===== src/rtl/dna_seq_loader_if.sv =====
// Loader-facing bundle: load request, base stream, SRAM write port and generator handshake.
// master is the loader side; slave is the environment driving bases and consuming writes.
interface dna_seq_loader_if #(
    parameter int unsigned BASE_W = 2,
    parameter int unsigned DATA_W = 32,
    parameter int unsigned ADDR_W = 4,
    parameter int unsigned LEN_W  = 9
);
    logic              load_start;
    logic [LEN_W-1:0]  seq_len;
    logic [BASE_W-1:0] base_in;
    logic              base_valid;
    logic              base_ready;
    logic [ADDR_W-1:0] sram_addr;
    logic [DATA_W-1:0] sram_din;
    logic              sram_csb;
    logic              sram_web;
    logic              sram_oeb;
    logic              start_gen;
    logic              gen_done;
    logic              busy;
    logic              load_done;

    modport master (
        input  load_start, seq_len, base_in, base_valid, gen_done,
        output base_ready, sram_addr, sram_din, sram_csb, sram_web, sram_oeb,
               start_gen, busy, load_done
    );

    modport slave (
        output load_start, seq_len, base_in, base_valid, gen_done,
        input  base_ready, sram_addr, sram_din, sram_csb, sram_web, sram_oeb,
               start_gen, busy, load_done
    );
endinterface


===== src/rtl/dna_seq_loader.sv =====
// Packs a stream of 2-bit DNA bases into SRAM words, then kicks off hash generation
// and stays busy until the generator reports done.
module dna_seq_loader #(
    parameter int unsigned BASE_W     = 2,
    parameter int unsigned WORD_BASES = 16,
    parameter int unsigned DATA_W     = BASE_W * WORD_BASES,
    parameter int unsigned ADDR_W     = 4,
    parameter int unsigned NUM_WORDS  = 16,
    parameter int unsigned LEN_W      = 9
) (
    input logic               clk,
    input logic               reset,
    dna_seq_loader_if.master  bus
);
    localparam int unsigned SLOT_W = $clog2(WORD_BASES);
    localparam logic [LEN_W-1:0] MaxLen = LEN_W'(NUM_WORDS * WORD_BASES);
    localparam logic [SLOT_W-1:0] LastSlot = SLOT_W'(WORD_BASES - 1);

    typedef enum logic [2:0] {StIdle, StFill, StWrite, StKick, StWaitGen} state_e;

    state_e            state_q, state_d;
    logic [LEN_W-1:0]  len_q, len_d;
    logic [LEN_W-1:0]  base_cnt_q, base_cnt_d;
    logic [ADDR_W-1:0] word_idx_q, word_idx_d;
    logic [DATA_W-1:0] pack_q, pack_d;
    logic              load_done_q, load_done_d;
    logic [SLOT_W-1:0] slot;

    assign slot = base_cnt_q[SLOT_W-1:0];

    always_ff @(posedge clk or posedge reset) begin
        if (reset) begin
            state_q     <= StIdle;
            len_q       <= '0;
            base_cnt_q  <= '0;
            word_idx_q  <= '0;
            pack_q      <= '0;
            load_done_q <= 1'b0;
        end else begin
            state_q     <= state_d;
            len_q       <= len_d;
            base_cnt_q  <= base_cnt_d;
            word_idx_q  <= word_idx_d;
            pack_q      <= pack_d;
            load_done_q <= load_done_d;
        end
    end

    always_comb begin
        state_d     = state_q;
        len_d       = len_q;
        base_cnt_d  = base_cnt_q;
        word_idx_d  = word_idx_q;
        pack_d      = pack_q;
        load_done_d = 1'b0;
        unique case (state_q)
            StIdle: begin
                if (bus.load_start) begin
                    len_d      = (bus.seq_len > MaxLen) ? MaxLen : bus.seq_len;
                    base_cnt_d = '0;
                    word_idx_d = '0;
                    pack_d     = '0;
                    // An empty read completes immediately without touching SRAM
                    if (len_d == '0) load_done_d = 1'b1;
                    else             state_d     = StFill;
                end
            end
            StFill: begin
                if (bus.base_valid) begin
                    pack_d[slot*BASE_W +: BASE_W] = bus.base_in;
                    base_cnt_d = base_cnt_q + 1'b1;
                    if (slot == LastSlot || base_cnt_d == len_q) state_d = StWrite;
                end
            end
            StWrite: begin
                pack_d     = '0;
                // Wraps only after the final word, when it is never used again
                word_idx_d = word_idx_q + 1'b1;
                state_d    = (base_cnt_q == len_q) ? StKick : StFill;
            end
            StKick: state_d = StWaitGen;
            StWaitGen: begin
                if (bus.gen_done) begin
                    state_d     = StIdle;
                    load_done_d = 1'b1;
                end
            end
            default: state_d = StIdle;
        endcase
    end

    always_comb begin
        bus.base_ready = (state_q == StFill);
        bus.sram_csb   = (state_q != StWrite);
        bus.sram_web   = (state_q != StWrite);
        bus.sram_oeb   = 1'b1;
        bus.sram_addr  = (state_q == StWrite) ? word_idx_q : '0;
        bus.sram_din   = (state_q == StWrite) ? pack_q : '0;
        bus.start_gen  = (state_q == StKick);
        bus.busy       = (state_q != StIdle);
        bus.load_done  = load_done_q;
    end
endmodule


===== src/flat_wrapper.sv =====
// flat-port wrapper written by rule: the top's interface ports become plain ports
module dna_seq_loader_flat 
#(
    parameter int unsigned BASE_W     = 2,
    parameter int unsigned WORD_BASES = 16,
    parameter int unsigned DATA_W     = BASE_W * WORD_BASES,
    parameter int unsigned ADDR_W     = 4,
    parameter int unsigned NUM_WORDS  = 16,
    parameter int unsigned LEN_W      = 9
)
  (clk, reset, bus_load_start, bus_seq_len, bus_base_in, bus_base_valid, bus_gen_done, bus_base_ready, bus_sram_addr, bus_sram_din, bus_sram_csb, bus_sram_web, bus_sram_oeb, bus_start_gen, bus_busy, bus_load_done);
  dna_seq_loader_if #(.BASE_W(BASE_W), .DATA_W(DATA_W), .ADDR_W(ADDR_W), .LEN_W(LEN_W)) bus_i ();
  input logic clk;
  input logic reset;
  input wire logic [$bits(bus_i.load_start)-1:0] bus_load_start;
  input wire logic [$bits(bus_i.seq_len)-1:0] bus_seq_len;
  input wire logic [$bits(bus_i.base_in)-1:0] bus_base_in;
  input wire logic [$bits(bus_i.base_valid)-1:0] bus_base_valid;
  input wire logic [$bits(bus_i.gen_done)-1:0] bus_gen_done;
  output wire logic [$bits(bus_i.base_ready)-1:0] bus_base_ready;
  output wire logic [$bits(bus_i.sram_addr)-1:0] bus_sram_addr;
  output wire logic [$bits(bus_i.sram_din)-1:0] bus_sram_din;
  output wire logic [$bits(bus_i.sram_csb)-1:0] bus_sram_csb;
  output wire logic [$bits(bus_i.sram_web)-1:0] bus_sram_web;
  output wire logic [$bits(bus_i.sram_oeb)-1:0] bus_sram_oeb;
  output wire logic [$bits(bus_i.start_gen)-1:0] bus_start_gen;
  output wire logic [$bits(bus_i.busy)-1:0] bus_busy;
  output wire logic [$bits(bus_i.load_done)-1:0] bus_load_done;
  assign bus_i.load_start = bus_load_start;
  assign bus_i.seq_len = bus_seq_len;
  assign bus_i.base_in = bus_base_in;
  assign bus_i.base_valid = bus_base_valid;
  assign bus_i.gen_done = bus_gen_done;
  assign bus_base_ready = bus_i.base_ready;
  assign bus_sram_addr = bus_i.sram_addr;
  assign bus_sram_din = bus_i.sram_din;
  assign bus_sram_csb = bus_i.sram_csb;
  assign bus_sram_web = bus_i.sram_web;
  assign bus_sram_oeb = bus_i.sram_oeb;
  assign bus_start_gen = bus_i.start_gen;
  assign bus_busy = bus_i.busy;
  assign bus_load_done = bus_i.load_done;
  dna_seq_loader #(.BASE_W(BASE_W), .WORD_BASES(WORD_BASES), .DATA_W(DATA_W), .ADDR_W(ADDR_W), .NUM_WORDS(NUM_WORDS), .LEN_W(LEN_W)) u_core (.clk(clk), .reset(reset), .bus(bus_i));
endmodule

===== config.mk =====
export PLATFORM = sky130hd
export DESIGN_NAME = dna_seq_loader_flat
export DESIGN_NICKNAME = d
export VERILOG_FILES = /design/src/rtl/dna_seq_loader_if.sv /design/src/rtl/dna_seq_loader.sv /design/src/flat_wrapper.sv
export SDC_FILE = /design/constraint.sdc
export NUM_CORES = 1
export LEC_CHECK = 0
export BUFFER_PORTS_ARGS = -buffer_cell sky130_fd_sc_hd__buf_2
export CAP_MARGIN = 15
export CORE_MARGIN = 1
export CORE_UTILIZATION = 58
export CTS_BUF_LIST = sky130_fd_sc_hd__clkbuf_8
export DETAILED_ROUTE_END_ITERATION = 7
export PLACE_DENSITY = 0.82
export RECOVER_POWER = 50
export SLEW_MARGIN = 30
export SYNTH_ARGS = -nofsm -noshare
export SYNTH_HDL_FRONTEND = slang
export SYNTH_SLANG_ARGS = --single-unit
export TNS_END_PERCENT = 20

===== constraint.sdc =====
create_clock -name clk -period 2.8 [get_ports clk]
set_input_delay 0.42 -clock clk [delete_from_list [all_inputs] [get_ports clk]]
set_output_delay 0.42 -clock clk [all_outputs]
set_load 0.05 [all_outputs]

## Word-level counts from Yosys, hierarchy flattened

Index checks and enable logic that the tools add are counted.

| word-level totals | value |
|---|---|
| register bits after elaboration | 58 |
| input port bits | 16 |

| cells by class | value |
|---|---|
| add/subtract/negate cells | 3 |
| order comparisons | 1 |
| equality and inequality tests | 13 |
| shift operators | 2 |
| muxes and demuxes | 23 |
| reduce and logical (&&, ||, !) cells | 12 |

Operators by type and width:

| operator | count |
|---|---|
| two-way mux 32 bit | 3 |
| one-hot mux 32 bit (3 select lines) | 1 |
| negation 5 -> 34 bit | 1 |
| variable shift 2 x 34 -> 32 bit, first input constant | 1 |
| variable part select 2 x 34 -> 32 bit | 1 |
| bitwise mux 32 bit | 1 |
| two-way mux 9 bit | 3 |
| equality test 9 bit | 2 |
| one-hot mux 9 bit (2 select lines) | 1 |
| two-way mux 3 bit | 5 |
| one-hot mux 3 bit (5 select lines) | 1 |
| adder 9 x 1 -> 9 bit, second input constant | 1 |
| greater-than comparator 9 bit, second input constant | 1 |
| zero test 9 bit | 1 |
| two-way mux 4 bit | 2 |
| inequality test 2 bit, second input constant | 4 |
| one-hot mux 4 bit (2 select lines) | 1 |
| equality test 3 x 2 -> 1 bit, second input constant | 2 |
| AND reduction 3 bit | 2 |
| nonzero test 3 bit | 2 |
| AND reduction 5 bit | 1 |
| adder 4 x 1 -> 4 bit, second input constant | 1 |
| equality test 4 bit, second input constant | 1 |
| AND reduction 2 bit | 2 |
| other kinds (10) | 13 |

## Logic depth before layout (Yosys ltp)

Gate-level depths: netlist (run 1).

| depth | value |
|---|---|
| word-level depth | 6 |
| depth in mapped cells | 9 |
| gate-level depth less buffers | 8 |

## Worst setup path after synthesis (run 1)

Ideal clock, no wire load.

| timing path | value |
|---|---|
| kind | register -> output |
| start | register u_core.state_q[0] |
| end | output port bus_sram_din[10] |
| data arrival time | 2.195 ns |
| path slack | 0.185 ns |
| stages on the path, launching flop included | 6 |
| path buffers | 2 |
| cells stage by stage | dfrtp_1 buf_4 nor3b_4 inv_1 clkbuf_1 nor2_1 |

| between the ends | value |
|---|---|
| longest elaborated chain between the ends | 2 |

Ends and longest elaborated chain:

| item | line | RTL |
|---|---|---|
| start, declared | dna_seq_loader.sv:21 | `state_e state_q, state_d;` |
| start signal, assigned | dna_seq_loader.sv:33 | `state_q <= StIdle;` |
| start signal, assigned | dna_seq_loader.sv:40 | `state_q <= state_d;` |
| equality test 3 x 2 -> 1 bit | dna_seq_loader.sv:98 | `bus.sram_din = (state_q == StWrite) ? pack_q : '0;` |
| two-way mux 32 bit | dna_seq_loader.sv:98 |  |
| end, declared | flat_wrapper.sv:22 | `output wire logic [$bits(bus_i.sram_din)-1:0] bus_sram_din;` |

Every way passes these cells.

## Worst setup path after layout (run 1)

| timing path | value |
|---|---|
| start | register u_core.state_q[1] |
| end | output port bus_sram_din[12] |

The elaborated chain is that of the path after synthesis.

==> results of run 1 <==
routing by layer:
layer,vias to the layer above,track usage,routed length (um)
li1,1492,-,-
met1,1432,0.375,3710
met2,110,0.446,3750
met3,20,0.0747,458
met4,0,0.120,193
met5,-,0,0
how the worst min path moves through the flow:
stage / start / endpoint / slack (ps) / cells after the start
finish: bus_seq_len[3] / u_core.len_q[3] / 330 / 3
global placement: u_core.word_idx_q[3] / u_core.word_idx_q[3] / 460 / 1
global route: bus_seq_len[3] / u_core.len_q[3] / 340 / 3
floorplan: u_core.pack_q[19] / u_core.pack_q[19] / 440 / 2
detailed placement: u_core.word_idx_q[3] / u_core.word_idx_q[3] / 470 / 1
CTS: reset / u_core.word_idx_q[3] / 310 / 3
through the flow:
stage	hold slack [ps]	area, um^2
after global routing	342	3970
after CTS	308	3990
after detailed placement	471	3800
after floorplan	442	3460
final	327	3970
after global placement	463	3800
synth_stat cells, types with 5 or more instances:
cell | number | area (um^2)
a21oi_1 | 15 | 75.1
nor2_1 | 26 | 97.6
a22o_1 | 12 | 105
dfrtp_1 | 58 | 1450
o31ai_1 | 5 | 37.5
o22ai_1 | 6 | 37.5
nand2_1 | 39 | 146
nand4_1 | 6 | 37.5
and2_1 | 40 | 250
clkbuf_1 | 14 | 52.6
nand3_1 | 20 | 100
nand2b_1 | 10 | 62.6
xor2_1 | 8 | 70.1
nor3_1 | 9 | 45.0
ha_1 | 7 | 87.6
o21ai_0 | 38 | 190
inv_1 | 11 | 41.3
xnor2_1 | 5 | 43.8
power by group through the flow:
stage / Sequential (uW) / Clock [uW] / Combinational [uW]
floorplan: 1250 / 0 / 1380
global placement: 1360 / 0 / 1730
detailed placement: 1380 / 0 / 1750
CTS: 1360 / 711 / 1770
global route: 1400 / 754 / 1970
finish: 1370 / 701 / 1780
logic make-up after synthesis:
group	Yosys count	share of synthesized area
mux	2	0.00615
xor+xnor	13	0.0329
flops	58	0.419
simple gates	182	0.290
fa+ha+maj	7	0.0253
compound gates	94	0.178
buf+inv	35	0.0474
other cells	1	0.00108
sequential cells by signal (all words and copies together) (netlist names):
register and flops:
u_core.pack_q 32, u_core.base_cnt_q 9, u_core.len_q 9, u_core.word_idx_q 4, u_core.state_q 3, u_core.bus.load_done 1
final cells by class:
cell class	instances	area share
Clock inverter	4	0.00442
Inverter	12	0.0126
Sequential cell	58	0.366
Clock buffer	12	0.0416
Tap cell	72	0.0227
Multi-Input combinational cell	299	0.463
Timing Repair Buffer	68	0.0893
worst max-delay path: stages (launching register included):
cell and delay [ps]:
dfrtp_1 590, nor3b_4 240, buf_4 290, inv_1 240, nor2_1 170, buf_2 280
==> results.sh, run 1 <==
export IMPL_std_cell_rows=27
export IMPL_finalHoldViolations=0
export IMPL_start_util=0.613
export IMPL_sequentialPowerShare=0.355
export IMPL_combinationalPowerShare=0.463
export IMPL_endpoint="bus_sram_din[12]"
export IMPL_rrSetupSlack_ps=290
export IMPL_fmax_mhz=390
export IMPL_vias_per_cell=5.82
export IMPL_cts_hold_fix_buffers=0
export IMPL_syn_nets=415
export IMPL_switching_share=0.443
export IMPL_ys_warn_count=0
export IMPL_die_h_um=79.2
export IMPL_period_share=0.917
export IMPL_clkLatencyLatePin_ps=340
export IMPL_wl_per_cell_um=15.4
export IMPL_regArea_um2=1450
export IMPL_startpoint="u_core.state_q[1]"
export IMPL_core_area_um2=5640
export IMPL_cp_max_fo=37
export IMPL_cts_max_path_buffers=2
export IMPL_hold_path_class="input pin to register"
export IMPL_skew_ps=8.46
export IMPL_n_fill_cell=442
export IMPL_syn_inst=392
export IMPL_routed_via_count=3054
export IMPL_dieArea_um2=6280
export IMPL_power_internal_uw=2140
export IMPL_clockPowerShare=0.182
export IMPL_layout_commonest_cell="dfrtp_1"
export IMPL_syn2layout_area_growth_pct=14.6
export IMPL_timing_critical_path_required_ps=2380
export IMPL_power_uw=3850
export IMPL_fin_cells=525
export IMPL_report_final_slew_viol_count=0
export IMPL_ys_types=51
export IMPL_slew_headroom=0.0498
export IMPL_tightest_slew_ps=1430
export IMPL_drt_iter0_drc=196
export IMPL_root_buffer="clkbuf_8"
export IMPL_synthFlopType="dfrtp_1"
export IMPL_preCtsSetupSlack_ps=357
export IMPL_setup_violations=0
export IMPL_status="finished, final reports clean"
export IMPL_numCtsBuffers=9
export IMPL_reg2reg_from="u_core.state_q[0]"
export IMPL_cts_sinks=58
export IMPL_cp_arrival_ps=2150
export IMPL_gr_total_overflow=0
export IMPL_ys_seq_area_frac=0.419
export IMPL_hpwl_um=5800
export IMPL_cts_resized=0
export IMPL_ys_async_sr_fraction=1.00
export IMPL_synth_seq_cells=58
export IMPL_grt_pass1_wl_um=13600
export IMPL_grt_use_total=0.286
export IMPL_ios=59
export IMPL_rsz0062_at_grt="no"
export IMPL_postCtsSetupBuffers=0
export IMPL_syn_area_per_cell_um2=8.83
export IMPL_grt_pass1_vias=2799
export IMPL_switchingPower_uw=1710
export IMPL_p_leak_uw=0.00190
export IMPL_start_kind="register"
export IMPL_multi_input_area_um2=1840
export IMPL_first_pass_iters=5
export IMPL_ir_drop_mv=0.528
export IMPL_final_setup_tns_ps=0
export IMPL_portBuffers=57
export IMPL_htree_levels=3
export IMPL_finalCoreUtilization=0.703
export IMPL_r2r_end="u_core.pack_q[9]"
export IMPL_post_place_cells=509
export IMPL_gp_congestion=0.916
export IMPL_pwr_density_cell_nw_per_um2=970
export IMPL_netlist_area_um2=3460
export IMPL_critPathKind="register to primary output"
export IMPL_die_w_um=79.2
export IMPL_drt_total_wl_um=8100
export IMPL_layout_min_cycle_time_ps=2570
export IMPL_synth_edf_count=0
export IMPL_final_cell_mix="58 x dfrtp_1, 54 x buf_2, 40 x nand2_1, 40 x and2_1, 38 x o21ai_0"
export IMPL_fin_ws_ps=233
export IMPL_grt_antenna_before_repair=0
export IMPL_cts_clk_slew_worst_paths_ps=60
export IMPL_antenna_cells=0
export IMPL_antenna_left=0
export IMPL_layout_nets=471
export IMPL_remaining_drc_errors=0
export IMPL_cts_tree="done"
export IMPL_drive_gt1_frac=0.199
export IMPL_grt_max_degree=59
export IMPL_drv_cap=0
export IMPL_end_kind="primary output"
export IMPL_r2r_cells=6
(Power assumes the default switching activity.)
==> run 2: changes to the inputs <==
--- a/config.mk
+++ b/config.mk
@@ -7,11 +7,13 @@
 export LEC_CHECK = 0
 export BUFFER_PORTS_ARGS = -buffer_cell sky130_fd_sc_hd__buf_2
 export CAP_MARGIN = 15
+export CELL_PAD_IN_SITES_DETAIL_PLACEMENT = 1
+export CELL_PAD_IN_SITES_GLOBAL_PLACEMENT = 2
 export CORE_MARGIN = 1
-export CORE_UTILIZATION = 58
+export CORE_UTILIZATION = 35
 export CTS_BUF_LIST = sky130_fd_sc_hd__clkbuf_8
 export DETAILED_ROUTE_END_ITERATION = 7
-export PLACE_DENSITY = 0.82
+export PLACE_DENSITY_LB_ADDON = 0.1
 export RECOVER_POWER = 50
 export SLEW_MARGIN = 30
 export SYNTH_ARGS = -nofsm -noshare
==> run 2 against run 1 <==
Hold slack improved by 26 ps. Clock power fell by 2%. Sequential power is essentially flat. Largest power group unchanged. Highest routed layer unchanged.
==> results.sh, run 2 (synthesis gave the netlist of run 1 again) <==
export IMPL_status="finished, final reports clean"
export IMPL_finalHoldViolations=0
export IMPL_slew_headroom=0.0122
export IMPL_cpMaxStageDelayCell="dfrtp_1"
export IMPL_clkLatencyLatePin_ps=330
export IMPL_period_share=0.907
export IMPL_drt_iter0_drc=73
export IMPL_fmax_mhz=394
export IMPL_final_setup_tns_ps=0
export IMPL_grt_use_total=0.212
export IMPL_hold_path_class="input pin to register"
export IMPL_largest_register_ffs=32
export IMPL_cts_max_path_buffers=2
export IMPL_p_leak_uw=0.00190
export IMPL_die_h_um=101
export IMPL_syn2layout_area_growth_pct=17.1
export IMPL_remaining_drc_errors=0
export IMPL_grt_pass1_wl_um=16600
export IMPL_grt_pass1_vias=3112
export IMPL_postCtsSetupBuffers=0
export IMPL_drt_total_wl_um=9720
export IMPL_r2r_end="u_core.pack_q[9]"
export IMPL_grt_max_degree=59
export IMPL_rrSetupSlack_ps=270
export IMPL_first_pass_iters=4
export IMPL_root_buffer="clkbuf_8"
export IMPL_start_util=0.368
export IMPL_startpoint="u_core.state_q[0]"
export IMPL_ios=59
export IMPL_rsz0062_at_grt="no"
export IMPL_wl_per_cell_um=16.7
export IMPL_start_kind="register"
export IMPL_cts_hold_fix_buffers=0
export IMPL_reg2reg_from="u_core.base_cnt_q[1]"
export IMPL_timing_critical_path_required_ps=2380
export IMPL_core_area_um2=9420
export IMPL_whs_ps=353
export IMPL_end_kind="primary output"
export IMPL_layout_min_cycle_time_ps=2540
export IMPL_final_cell_mix="58 x dfrtp_1, 55 x buf_2, 40 x and2_1"
export IMPL_antenna_left=0
export IMPL_cts_resized=0
export IMPL_gp_congestion=0.857
export IMPL_skew_ps=4.27
export IMPL_regMostFlops="u_core.pack_q"
export IMPL_gr_total_overflow=0
export IMPL_report_final_slew_viol_count=0
export IMPL_grt_antenna_before_repair=0
export IMPL_critPathKind="register to primary output"
export IMPL_dieArea_um2=10300
export IMPL_reg_top3="u_core.pack_q: 32 flops, u_core.base_cnt_q: 9 flops, u_core.len_q: 9 flops"
export IMPL_cp_cell_sequence="nor3b_4, inv_1, nor2_1, buf_2"
export IMPL_cp_max_fo=13
export IMPL_tightest_slew_ps=1480
export IMPL_cp_arrival_ps=2120
export IMPL_ir_drop_mv=0.398
export IMPL_critPathMaxStageDelay_ps=590
export IMPL_endpoint="bus_sram_din[13]"
export IMPL_antenna_cells=0
export IMPL_layout_nets=473
export IMPL_layout_commonest_cell="dfrtp_1"
export IMPL_drv_cap=0
export IMPL_std_cell_rows=35
export IMPL_numCtsBuffers=9
export IMPL_htree_levels=3
export IMPL_portBuffers=57
export IMPL_r2r_cells=8
export IMPL_hpwl_um=7180
export IMPL_routed_via_count=3052
export IMPL_cts_clk_slew_worst_paths_ps=60
export IMPL_cts_tree="done"
export IMPL_cts_sinks=58
export IMPL_vias_per_cell=5.23
export IMPL_setup_violations=0
export IMPL_drive_gt1_frac=0.205
export IMPL_pwr_density_cell_nw_per_um2=961
export IMPL_die_w_um=101
-- run 2: layout make-up --
| type | count | area (um^2) |
|---|---|---|
| clock buffer | 11 | 151 |
| sequential | 58 | 1450 |
| fill | 1143 | 5360 |
| inverter | 12 | 46.3 |
| multi-input combinational | 299 | 1850 |
| timing repair buffer | 70 | 379 |
| clock inverter | 4 | 18.8 |
| tap | 129 | 161 |
-- run 2: worst max-delay path: cells and delay by family (launching register included) --
kind	cells	cell delay, ps
flops	1	590
buf+inv	2	580
simple gates	2	620
-- run 2: how the worst min path moves through the flow --
stage | startpoint | end | slack (ps) | depth (start not counted)
floorplan | u_core.pack_q[19] | u_core.pack_q[19] | 440 | 2
global route | bus_seq_len[0] | u_core.len_q[0] | 370 | 3
finish | bus_seq_len[0] | u_core.len_q[0] | 350 | 3
global placement | u_core.word_idx_q[3] | u_core.word_idx_q[3] | 460 | 1
detailed placement | u_core.word_idx_q[3] | u_core.word_idx_q[3] | 470 | 1
CTS | reset | u_core.word_idx_q[3] | 160 | 3
-- run 2: report_power, final --
| part | internal (uW) | total (uW) | switching [uW] | leakage (uW) |
|---|---|---|---|---|
| clock network | 357 | 690 | 333 | 0.0000961 |
| logic | 666 | 1840 | 1180 | 0.00102 |
| registers | 1100 | 1360 | 262 | 0.000787 |
-- run 2: stage by stage --
step / setup WS, ps / power [uW] / utilization / std cells / area, um^2
final: 259 / 3890 / 0.431 / 583 / 4050
after global routing: 54.2 / 4210 / 0.431 / 583 / 4050
after CTS: 240 / 3960 / 0.434 / 583 / 4090
after detailed placement: 358 / 3240 / 0.416 / 568 / 3920
after global placement: 449 / 3210 / 0.416 / 568 / 3920
after floorplan: 185 / 2630 / - / 392 / 3460
-- run 2: routing by layer --
metal,vias up,GRT usage,share of wire
met5,-,0,0
met1,1505,0.296,0.49
li1,1495,-,-
met4,0,0.0569,0.011
met3,9,0.0317,0.026
met2,43,0.343,0.47
